[config.mk]
export PLATFORM = sky130hd
export DESIGN_NAME = fir_decim_buffer
export DESIGN_NICKNAME = d
export VERILOG_FILES = /design/src/rtl/fir_decim_buffer.sv
export SDC_FILE = /design/constraint.sdc
export NUM_CORES = 1
export LEC_CHECK = 0
export ABC_AREA = 1
export BUFFER_PORTS_ARGS = -buffer_cell sky130_fd_sc_hd__buf_2
export CORE_MARGIN = 8
export CORE_UTILIZATION = 61
export CTS_CLUSTER_DIAMETER = 100
export DETAILED_ROUTE_END_ITERATION = 16
export GPL_ROUTABILITY_DRIVEN = 0
export PLACE_DENSITY = 0.86
export SYNTH_ARGS = -nofsm -noshare
export SYNTH_HDL_FRONTEND = slang
export SYNTH_SLANG_ARGS = --single-unit
[constraint.sdc]
create_clock -name clk -period 3.7 [get_ports clk]
set_input_delay 0.555 -clock clk [delete_from_list [all_inputs] [get_ports clk]]
set_output_delay 0.555 -clock clk [all_outputs]
set_load 0.03 [all_outputs]
[src/rtl/fir_decim_buffer.sv]
// Integrate-and-dump decimator for the FIR output stream, followed by a small
// first-word-fall-through FIFO presented on a valid/ready interface.
module fir_decim_buffer #(
  parameter int WIDTH      = 16,
  parameter int DECIM      = 4,
  parameter int LOG2_DECIM = 2,
  parameter int DEPTH      = 4,
  parameter int LOG2_DEPTH = 2
) (
  input  logic                  clk,
  input  logic                  rst,
  input  logic [WIDTH-1:0]      din,
  input  logic                  din_valid,
  output logic [WIDTH-1:0]      dout,
  output logic                  dout_valid,
  input  logic                  dout_ready,
  output logic [LOG2_DEPTH:0]   fifo_count,
  output logic                  overflow
);

  // Handshake: a word moves to the sink on every rising edge where
  // dout_valid && dout_ready; dout_valid never depends on dout_ready, and the
  // FIR side has no back-pressure (din is taken whenever din_valid is high).

  localparam int AW = WIDTH + LOG2_DECIM;
  localparam logic [LOG2_DECIM-1:0] PHASE_LAST = LOG2_DECIM'(DECIM - 1);

  logic [AW-1:0]         r_acc;
  logic [LOG2_DECIM-1:0] r_phase;
  logic [WIDTH-1:0]      r_mem [DEPTH];
  logic [LOG2_DEPTH:0]   r_wptr;
  logic [LOG2_DEPTH:0]   r_rptr;
  logic [WIDTH-1:0]      r_last;
  logic                  r_overflow;

  logic [AW-1:0]         w_sum;
  logic [WIDTH-1:0]      w_result;
  logic                  w_dump;
  logic                  w_empty;
  logic                  w_full;
  logic                  w_pop;
  logic                  w_push;
  logic [LOG2_DEPTH-1:0] w_widx;
  logic [LOG2_DEPTH-1:0] w_ridx;

  assign w_sum    = r_acc + {{LOG2_DECIM{1'b0}}, din};
  // Dropping the low guard bits is the truncating divide by DECIM.
  assign w_result = w_sum[AW-1:LOG2_DECIM];
  assign w_dump   = din_valid && (r_phase == PHASE_LAST);

  assign w_widx  = r_wptr[LOG2_DEPTH-1:0];
  assign w_ridx  = r_rptr[LOG2_DEPTH-1:0];
  assign w_empty = (r_wptr == r_rptr);
  assign w_full  = (r_wptr[LOG2_DEPTH] != r_rptr[LOG2_DEPTH]) && (w_widx == w_ridx);
  assign w_pop   = !w_empty && dout_ready;
  // A pop in the same cycle frees the slot a full FIFO would otherwise lack.
  assign w_push  = w_dump && (!w_full || w_pop);

  always_ff @(posedge clk) begin
    if (!rst) begin
      r_acc      <= '0;
      r_phase    <= '0;
      r_wptr     <= '0;
      r_rptr     <= '0;
      r_last     <= '0;
      r_overflow <= 1'b0;
    end else begin
      if (din_valid) begin
        if (w_dump) begin
          r_acc   <= '0;
          r_phase <= '0;
        end else begin
          r_acc   <= w_sum;
          r_phase <= r_phase + LOG2_DECIM'(1);
        end
      end
      if (w_push) begin
        r_wptr <= r_wptr + (LOG2_DEPTH + 1)'(1);
      end else if (w_dump) begin
        r_overflow <= 1'b1;
      end
      if (w_pop) begin
        r_last <= r_mem[w_ridx];
        r_rptr <= r_rptr + (LOG2_DEPTH + 1)'(1);
      end
    end
  end

  // Storage needs no reset: it is only observable through the pointers.
  always_ff @(posedge clk) begin
    if (rst && w_push) begin
      r_mem[w_widx] <= w_result;
    end
  end

  assign dout       = w_empty ? r_last : r_mem[w_ridx];
  assign dout_valid = !w_empty;
  assign fifo_count = r_wptr - r_rptr;
  assign overflow   = r_overflow;

endmodule

==> Yosys cells after proc, flatten, opt, wreduce, memory -nomap -nowiden <==
Memories as Yosys holds them, arrays and structs flattened. A register that Yosys moved wholly into a read port is not among the register bits.
Cells that the tools add are included.
{ "classes": {"reduce_logical": 9, "addsub": 5, "bitwise_logic": 1, "eq_ne": 4, "muxes": 7} }
{ "op_table": {"columns": ["cell", "n"], "rows": [
  ["adder 18 x 16 -> 18 bit", 1],
  ["2-to-1 mux 18 bit", 1],
  ["2-to-1 mux 16 bit", 1],
  ["adder 3 x 1 -> 3 bit, second input constant", 2],
  ["2-to-1 mux 2 bit", 3],
  ["logical AND 1 bit", 5],
  ["== test 3 bit", 1],
  ["subtractor 3 bit", 1],
  ["adder 2 x 1 -> 2 bit, second input constant", 1],
  ["== test 2 bit", 1],
  ["== test 2 bit, second input constant", 1],
  ["logical NOT 1 bit", 2],
  ["2-to-1 mux 1 bit", 2],
  ["AND reduction 2 bit", 1],
  ["logical OR 1 bit", 1],
  ["!= test 1 bit", 1],
  ["NOT 1 bit", 1]
]} }
{ "totals": {"memories": 1, "out_inout_bits": 21, "ramBits": 64, "input_bits": 20, "word_cells": 33, "ff_bits": 43} }
{ "memory_table": {"columns": ["memory", "words", "word_bits", "read_ports", "rd_clocked_by_memory_dff", "write_ports", "line_no", "rtl"], "rows": [
  ["r_mem", 4, 16, 1, 1, 1, "30", "logic [WIDTH-1:0] r_mem [DEPTH];"]
]} }

==> Logic depth before layout (Yosys ltp) <==
{ "logic_depth": {"word_depth": 8, "ltp_mapped": 12, "mapped_depth_nobuf": 12} }

==> Least setup slack after synthesis <==
Ideal clock, no wire load.
{ "synth_timing": {"path_kind": "register -> register", "start": "reg r_wptr[0]", "end": "mem r_mem[0][0] (enable)", "arrival_time_ps": 1830, "path_stages_with_launch": 8, "setup_ps": 389, "path_buffers": 0, "synth_period_minus_slack_ps": 2218, "required_ps": 3311, "path_slack_ps": 1482, "path_cell_list": "dfxtp_1 > inv_1 > ha_1 > nand4_1 > nand2_1 > inv_1 > nand2_1 > nor2_1"} }
{ "synth_via": {"elab_chain_len": 8, "elab_cells_between_ends": 11, "cone_classes": "eq/ne (2); mux (2); reduce/logical (7)"} }
{ "synth_rtl": {"columns": ["element", "line_no", "rtl"], "rows": [
  ["start: declaration", "31", "logic [LOG2_DEPTH:0] r_wptr;"],
  ["start signal: assignment", "78", "r_wptr <= r_wptr + (LOG2_DEPTH + 1)'(1);"],
  ["== test 3 bit / == test 2 bit (equally long branches)", "53, 54", null],
  ["logical NOT 1 bit / logical AND 1 bit (equally long branches)", "55, 54", null],
  ["logical AND 1 bit / logical NOT 1 bit (equally long branches)", "55, 57", null],
  ["logical OR 1 bit", "57", "assign w_push = w_dump && (!w_full || w_pop);"],
  ["logical AND 1 bit", "57", null],
  ["logical AND 1 bit", "91", "if (rst && w_push) begin"],
  ["2-to-1 mux 1 bit", "91", null],
  ["2-to-1 mux 1 bit (not written as such)", "92", "r_mem[w_widx] <= w_result;"],
  ["end: declaration", "30", null]
]} }
Parallel ways exist; a longest one is shown, timed or not.

==> reports/summary.md <==
### Global route
- 4004 — via count of the first global-routing pass
- 19.92% — global-route total usage across every layer
- 0 — global route total overflow
- 25.93% — met1 track utilization from global routing
- 18.97 mm — first-pass GRT wire length
- 0 — number of antenna violations at the first check in global routing
- met2 — GR peak layer
- 3.605% — grt met3 use
- 32.84% — met2 Use GR
- 34 — pin count of the biggest net entering global routing

### Drt
- 5 — first-pass iteration count of the detailed router
- 4232 — detailed-route via count
- 15.14 microns — wire length per cell
- 0 — antenna-violating nets left
- 322 — starting DRC count in detailed routing
- 5.628 — drt via density
- 0 — DRC
- 11.38 mm — final WL

### Floorplan
- 61.82% — initial cell density of the core
- 8551 sq um — area of the core
- 11900 sq um — total die area
- 109.1 microns — height of the die
- 109.1 microns — die extent in x
- 34 — count of standard-cell rows
- 41 — I/O pin count

### Synthesis
- nand2_1 (150), nor2_1 (88), edfxtp_1 (64) — Synth top cells by count
- edfxtp_1 (36%), dfxtp_1 (17%), nand2_1 (11%) — most area-consuming cells after synthesis
- 5286 sq um — summed instance area of the synthesized netlist
- 602 — Mapped Cells
- 36.36% — top cell type's share of synthesized area
- edfxtp_1 — primary flip-flop cell chosen by synthesis mapping
- 53.40% — share of synthesized area occupied by flip-flops and latches
- 0% — share of synthesized flip-flops with an asynchronous set or reset
- 109 — number of register bits inferred by synthesis
- 648 — total nets after synthesis
- edfxtp_1 — Synth area leader
- nand2_1 — most repeated cell in the gate-level netlist after synthesis
- 64 — number of flops mapped to enable cells by yosys
- 33 — Cell variety after synth
- 0 — count of yosys warnings during synthesis
- 8.781 sq um — synthesized area per cell

### Critical path
- output pin — crit end category
- register to output pin — type of the worst setup path
- 33 — largest driver fanout on the critical path
- 2390 ps — Data arrival, critical path
- 3140 ps — required time of the worst setup path
- register — Worst Setup Start Kind

### Pwr
- 531.1 nW/um^2 — Cell Pwr Density
- 1.921 mW — cell-internal power
- 22.0% — Clk pwr share
- 47.4% — sequential cell fraction of total power
- 30.5% — combinational share of power
- 0.2749 mV — worst supply voltage drop on vdd
- 3.048 mW — Power, Total
- 1.126 mW — Psw
- 2.494 nW — leakage power figure
- 36.96% — Sw Ratio

### Job
- 0 — max-capacitance violation count

### Place
- 736 — instance count after placement with tap cells included
- 40 — input/output buffers
- 5558 sq um — Placement Cell Area
- 1190 ps — worst-case setup slack after placement
- 8.092 mm — post-detail-place hpwl

### STA
- 412.4 ps — hold slack final
- 339.5 MHz — Max Clock Freq
- 0 — count of pins over their slew limit
- 850.5 ps — transition time at the pin with the least slew margin
- 79.61% — fraction of the cycle the final worst path needs
- 0 — Setup Viol. Count Final
- 754.3 ps — final worst slack
- 43.24% — Rel. slew slack
- 10.58 ps — Max Clock Skew
- 0 — Final Hold Vio Count
- 0 ps — Total Neg Setup Slack
- no — RSZ-0062 raised after global routing
- 2946 ps — Min Clock Period, post-route

### Clock network
- 109 — TritonCTS sink count
- clkbuf_8 — library cell used as clock root buffer
- 9 — number of buffers added by the clock tree synthesis step
- built — CTS tree
- 0 — CTS Hold Buffers Added
- 100 ps — clock slew seen by the registers of the worst setup and hold paths
- 3 — Clock H-tree levels
- 370 ps — Skew-Pair Late Insertion Delay
- 2 — buffer depth of the longest clock path
- 0 — buffers inserted by post-CTS timing repair
- 0 — Resized Gates After CTS

### Final layout
- 678 — number of fill cells in the layout
- 8.568% — synthesis-to-layout area growth
- 67.12% — final core utilization
- 685 — Net count, final
- 10.56% — layout cells sized above 1
- 0 — ant diodes
- 5739 sq um — cell area after layout
- 752 — final non-filler cell total

### Run status
- complete, no violations — status

### Min path
- input port to register — worst hold-check path type

[cells in the final DEF (no fill, tap or decap)]
master and count:
a21oi_1 38, nand3b_1 5, buf_2 40, nand4_1 2, nor2_2 1, inv_1 36, dfxtp_1 45, xor2_2 1
xor2_1 8, o21bai_1 2, o21ai_0 58, o22ai_1 16, nand3_1 23, clkinv_1 1, and2_1 10, nor2_8 1
buf_4 5, nor3_1 1, nand2_1 150, inv_6 3, o21a_1 1, nor2_1 88, clkinv_4 1, clkinvlp_4 3
nor2_4 1, fa_1 2, clkbuf_8 9, inv_2 1, and3_1 1, edfxtp_1 64, ha_1 24, or2_2 1
a211oi_1 1, inv_4 1
[critical path, cell delays in order, from the launching register on]
cell and delay (ps):
dfxtp_1 320, buf_4 220, inv_1 650, o21ai_0 210
o22ai_1 290, nand2_1 80, nand2_1 60, buf_2 190
[flip-flops by register name, indices dropped and copies added (netlist names), named ones only]
name / count
r_phase: 2
r_mem: 64
r_rptr: 3
r_acc: 18
r_wptr: 3
r_last: 16
overflow: 1
[cell type report]
type                       instances  area (sq um)  area share (%)
clock inverter                     7         57.56           1.003
sequential                       109          2823           49.18
timing repair buffer              45         237.7           4.142
inverter                          39         148.9           2.594
clock buffer                       9         123.9           2.158
multi-input combinational        435          2213           38.57
tap                              108         135.1           2.354
[metal layers]
metal | vias to the layer above | routed length, microns
met3 | 8 | 825
met2 | 158 | 5294
met5 | - | 0
met1 | 1979 | 5181
met4 | 0 | 80
li1 | 2087 | -
[cells by family (layout without fill, tap and decap cells)]
kind of cell / after synthesis / count (layout) / synth area share [%]
compound gates: 116 / 116 / 11.55
xor+xnor: 9 / 9 / 1.633
fa+ha+maj: 26 / 26 / 6.438
buf+inv: 58 / 100 / 4.734
flops: 109 / 109 / 53.40
simple gates: 284 / 284 / 22.25
[worst paths after layout]
check | startpoint | end | slack (ps) | depth (start not counted)
min reg2reg | overflow | overflow | 470 | 1
max reg2reg | r_acc[0] | r_acc[8] | 1550 | 9
min | din_valid | r_phase[0] | 410 | 2
max | register | dout[4] | 750 | 7
[power groups by stage]
| stage | combinational [mW] | sequential (mW) | clock, mW |
|---|---|---|---|
| 2_1_floorplan | 0.712 | 1.46 | 0 |
| 3_5_place_dp | 0.922 | 1.47 | 0 |
| 4_1_cts | 0.926 | 1.44 | 0.683 |
| 3_3_place_gp | 0.886 | 1.47 | 0 |
| 6_report | 0.931 | 1.45 | 0.672 |
| 5_1_grt | 1.04 | 1.45 | 0.734 |
No activity file was read; power rests on OpenSTA's default activity.
